==> config.mk <==
export PLATFORM = sky130hd
export DESIGN_NAME = hazard_ctrl
export DESIGN_NICKNAME = d
export VERILOG_FILES = /design/src/rtl/hazard_ctrl.sv
export SDC_FILE = /design/constraint.sdc
export NUM_CORES = 1
export LEC_CHECK = 0
export CORE_MARGIN = 1.5
export CORE_UTILIZATION = 30
export CTS_CLUSTER_DIAMETER = 60
export DETAILED_ROUTE_END_ITERATION = 6
export GPL_ROUTABILITY_DRIVEN = 0
export HOLD_SLACK_MARGIN = 0.02
export PLACE_DENSITY = 0.77
export SYNTH_ARGS = -nofsm -noshare
export SYNTH_HDL_FRONTEND = slang
export SYNTH_SLANG_ARGS = --single-unit
==> constraint.sdc <==
create_clock -name clk -period 1.5 [get_ports clk]
set_input_delay 0.225 -clock clk [delete_from_list [all_inputs] [get_ports clk]]
set_output_delay 0.225 -clock clk [all_outputs]
set_load 0.005 [all_outputs]
==> src/rtl/hazard_ctrl.sv <==
// Hazard and sequencing controller for the five-stage SimpleRISC pipeline: load-use stall,
// taken-branch redirect/flush and multi-cycle EX busy. Define HAZARD_PERF_CNT_EN for perf counters.
module hazard_ctrl #(
  parameter int REG_W = 4,
  parameter int PC_W  = 32,
  parameter int CNT_W = 32
) (
  input  logic             clk,
  input  logic             rst,
  input  logic [REG_W-1:0] of_rs1,
  input  logic [REG_W-1:0] of_rs2,
  input  logic             of_use1,
  input  logic             of_use2,
  input  logic             ex_is_ld,
  input  logic [REG_W-1:0] ex_rd,
  input  logic             ex_br_taken,
  input  logic [PC_W-1:0]  ex_br_pc,
  input  logic             ex_busy,
  output logic             stop,
  output logic             isBranchTaken,
  output logic [PC_W-1:0]  branchPC,
  output logic             ifof_hold,
  output logic             ofex_bubble,
  output logic             flush,
  output logic [1:0]       state_o,
  output logic [CNT_W-1:0] stall_cnt,
  output logic [CNT_W-1:0] flush_cnt
);

  typedef enum logic [1:0] {
    RUN   = 2'd0,
    LDUSE = 2'd1,
    BUSY  = 2'd2,
    REDIR = 2'd3
  } state_t;

  state_t           state_q, state_d;
  logic [PC_W-1:0]  tgt_q, tgt_d;
  logic             lu;
  logic             br_acc;

  assign lu = ex_is_ld & ((of_use1 & (of_rs1 == ex_rd)) | (of_use2 & (of_rs2 == ex_rd)));
  // EX holds a bubble during REDIR, so a branch flag seen there is stale and must not re-redirect.
  assign br_acc = ex_br_taken & (state_q != REDIR);

  always_ff @(posedge clk or posedge rst) begin
    if (rst) begin
      state_q <= RUN;
      tgt_q   <= '0;
    end else begin
      state_q <= state_d;
      tgt_q   <= tgt_d;
    end
  end

  always_comb begin
    state_d       = RUN;
    tgt_d         = tgt_q;
    stop          = 1'b0;
    ifof_hold     = 1'b0;
    ofex_bubble   = 1'b0;
    isBranchTaken = 1'b0;
    flush         = 1'b0;

    if (br_acc) begin
      state_d = REDIR;
      tgt_d   = ex_br_pc;
    end else if (ex_busy) begin
      state_d = BUSY;
    end else if (lu && (state_q == RUN)) begin
      state_d = LDUSE;
    end

    case (state_q)
      RUN: begin
        stop        = lu & ~ex_br_taken & ~ex_busy;
        ifof_hold   = stop;
        ofex_bubble = stop;
      end
      BUSY: begin
        stop      = 1'b1;
        ifof_hold = 1'b1;
      end
      REDIR: begin
        isBranchTaken = 1'b1;
        flush         = 1'b1;
      end
      default: ;
    endcase
  end

  assign branchPC = tgt_q;
  assign state_o  = state_q;

`ifdef HAZARD_PERF_CNT_EN
  logic [CNT_W-1:0] stall_cnt_q, stall_cnt_d;
  logic [CNT_W-1:0] flush_cnt_q, flush_cnt_d;
  localparam logic [CNT_W-1:0] CNT_ONE = {{(CNT_W-1){1'b0}}, 1'b1};

  // Saturating counters: they stick at all-ones instead of wrapping.
  always_comb begin
    stall_cnt_d = stall_cnt_q;
    flush_cnt_d = flush_cnt_q;
    if (stop && !(&stall_cnt_q))
      stall_cnt_d = stall_cnt_q + CNT_ONE;
    if ((state_q == REDIR) && !(&flush_cnt_q))
      flush_cnt_d = flush_cnt_q + CNT_ONE;
  end

  always_ff @(posedge clk or posedge rst) begin
    if (rst) begin
      stall_cnt_q <= '0;
      flush_cnt_q <= '0;
    end else begin
      stall_cnt_q <= stall_cnt_d;
      flush_cnt_q <= flush_cnt_d;
    end
  end

  assign stall_cnt = stall_cnt_q;
  assign flush_cnt = flush_cnt_q;
`else
  assign stall_cnt = '0;
  assign flush_cnt = '0;
`endif

endmodule
==> impl_metrics.py <==
metrics = {
    "timing": {
        "period_needed_ps": 1910,
        "finalSetupViolations": 40,
        "finalWorstSetupSlack_ps": -414,
        "skew_ps": 6.24,
        "finalCritPeriodShare_pct": 128,
        "hold_viol": 0,
        "finalMaxSlewViolations": 0,
        "rsz0062_at_grt": "yes",
        "clock.fmax_mhz": 522,
    },
    "cts": {
        "clk_path_buf_depth": 2,
        "clkTransAtPathRegs_ps": 70,
        "tritoncts": "done",
        "ctsRootBufferMaster": "clkbuf_8",
        "htree_levels": 2,
        "cts_inserted_buffers": 5,
        "holdBufCountCts": 0,
        "clk_latency_ps": 280,
        "cts_sinks": 34,
    },
    "synth": {
        "synth_top_area_cell": "dfrtp_1",
        "synth-main-ff-cell": "dfrtp_1",
        "synth_seq_area_share_pct": 44.0,
        "avgSynthCellArea_um2": 11.9,
        "postSynthCellCount": 162,
        "yosysMostFrequentCell": "buf_4",
        "synth_top_area_share_pct": 44.0,
        "synth-seq-cells": 34,
        "synthTopCellsByCount": "buf_4 (67), dfrtp_1 (34), mux2_2 (32)",
        "yosys_warnings": 0,
        "synthDistinctLibCells": 20,
        "netlist_area_um2": 1940,
        "async_flop_share_pct": 100,
        "synth_edf_count": 0,
        "synth_area_leaders": "dfrtp_1 (44%), buf_4 (26%), mux2_2 (19%)",
    },
    "pwr": {
        "p_int_mw": 2.23,
        "finalPower_mw": 2.95,
        "swShare_pct": 24.4,
        "comb_power_share_pct": 33.3,
        "power_frac_clock_pct": 28.3,
        "seqPwrFrac_pct": 38.4,
        "p_leak_nw": 1.56,
        "p_switching_mw": 0.720,
        "p_per_area_nw_per_um2": 914,
        "worst_ir_drop_vdd_mv": 0.671,
    },
    "critical_path": {
        "critical_path_class": "reg2out",
        "worstReg2RegEnd": "branchPC[3]$_DFFE_PP0P_",
        "start_kind": "flip-flop",
        "cp.arrival_ps": 1690,
        "cp_max_fo": 2,
        "critPathRequiredTime_ps": 1270,
        "reg2reg_depth": 9,
        "worstReg2RegStart": "state_o[0]$_DFF_PP0_",
        "reg2reg_slack_ps": -390,
        "endpoint_kind": "output port",
    },
    "global_route": {
        "grt_pass1_wl_mm": 7.40,
        "gr-total-overflow": 0,
        "grt_max_degree": 21,
        "antenna_found_initial": 0,
        "grtUsageTotal_pct": 13.7,
        "grt_pass1_vias": 1478,
    },
    "floorplanning": {
        "row_count": 29,
        "die_h_um": 83.3,
        "io_pins": 154,
        "dieArea_um2": 6940,
        "core-area_um2": 6280,
        "chipWidth_um": 83.3,
        "start_util_pct": 30.8,
    },
    "run_status": {
        "violations": "setup timing",
        "status": "complete, but fails checks",
    },
    "min_path": {
        "hp-class": "in2async",
    },
    "job": {
        "drv_cap": 0,
    },
    "cells_and_area": {
        "layout-drive-gt1-share_pct": 30.5,
        "syn_to_final_growth_pct": 66.5,
        "fin_nets": 335,
        "diodes": 0,
    },
    "drt": {
        "drt_first_iter_violations": 15,
        "antenna_left": 0,
        "drc": 0,
        "drt-total-wl_mm": 4.75,
        "wl_per_cell_um": 13.1,
        "drt_pre_antenna_iters": 4,
        "route.vias.total": 1434,
        "viasPerCell": 3.96,
    },
    "placement": {
        "dpl.hpwl_mm": 3.18,
        "place_ws_ps": -861,
        "port_buffers": 89,
    },
}
critical path, stage by stage (launching register included):
cell and delay [ps]:
dfrtp_1 410, nor4b_4 290, buf_4 160, nand4b_1 90, o32a_1 200, a21oi_2 130
buf_2 120
worst max path at each step:
stage               slack [ps]         to            startpoint
floorplan                 -110       stop  state_o[0]$_DFF_PP0_
global placement          -790  ifof_hold               ex_busy
detailed placement        -860       stop               ex_busy
CTS                       -460       stop  state_o[1]$_DFF_PP0_
global route              -530  ifof_hold  state_o[0]$_DFF_PP0_
finish                    -410       stop  state_o[0]$_DFF_PP0_
logic make-up (layout without fill, tap and decap cells):
kind of cell | Yosys count | after routing | share of synthesized area [%]
AOI/OAI and AO/OA | 4 | 4 | 1.55
xor gates and xnor gates | 8 | 8 | 3.62
buffers and inverters | 72 | 132 | 28.1
DFF | 34 | 34 | 44.0
muxes | 32 | 32 | 18.6
other | 1 | 64 | 0.194
and+or+nand+nor | 11 | 11 | 3.94
cells in the final DEF (no fill, tap or decap), types with 2 or more instances in the layout:
master / count
conb_1: 64
buf_12: 3
nand3_1: 2
xnor2_1: 8
nand2_1: 2
dlygate4sd2_1: 9
dfrtp_1: 34
mux2_4: 31
buf_4: 20
buf_2: 2
inv_1: 2
buf_16: 2
buf_6: 11
clkbuf_8: 5
clkinv_2: 2
clkdlybuf4s50_1: 73
what timing repair did:
action                                  in CTS  in global routing
endpoints found under the setup margin      39                 40
cloned                                       3                  0
pin swaps                                    9                  3
setup buffers                               15                  4
resized for setup                           77                 12
flip-flops by register name, indices dropped and copies added (netlist names):
| signal | cells |
|---|---|
| branchPC | 32 |
| state_o | 2 |
metrics by stage:
step	area (um2)	hold WS (ps)	instances	setup TNS, ps	utilization (%)
after global routing	3220	275	362	-16720	51.3
after CTS	3200	256	361	-13540	51.0
after detailed placement	2750	494	335	-7990	43.8
after global placement	2750	489	335	-7640	43.8
final	3220	255	362	-13790	51.3
after floorplan	2180	337	225	-115	-
power by group through the flow:
stage | sequential, mW | clock, mW | combinational (mW)
floorplan | 1.15 | 0 | 0.390
global placement | 1.13 | 0 | 0.773
detailed placement | 1.14 | 0 | 0.784
CTS | 1.13 | 0.853 | 0.977
global route | 1.15 | 0.902 | 1.05
finish | 1.13 | 0.832 | 0.982
final cells by class:
class	count	area (um2)
fill	553	3050
timing repair buffer	122	1240
multi-input combinational	119	923
sequential	34	851
tap	77	96.3
clock buffer	5	68.8
clock inverter	3	40.0
inverter	2	7.51
layer usage:
metal	vias to the layer above	track usage, %	part of all wire, %
met2	88	24.2	52
met4	0	5.00	1.8
met3	8	4.97	9.2
met5	-	0	0
li1	641	-	-
met1	697	14.9	37
Power figures use the tool's default switching activity.
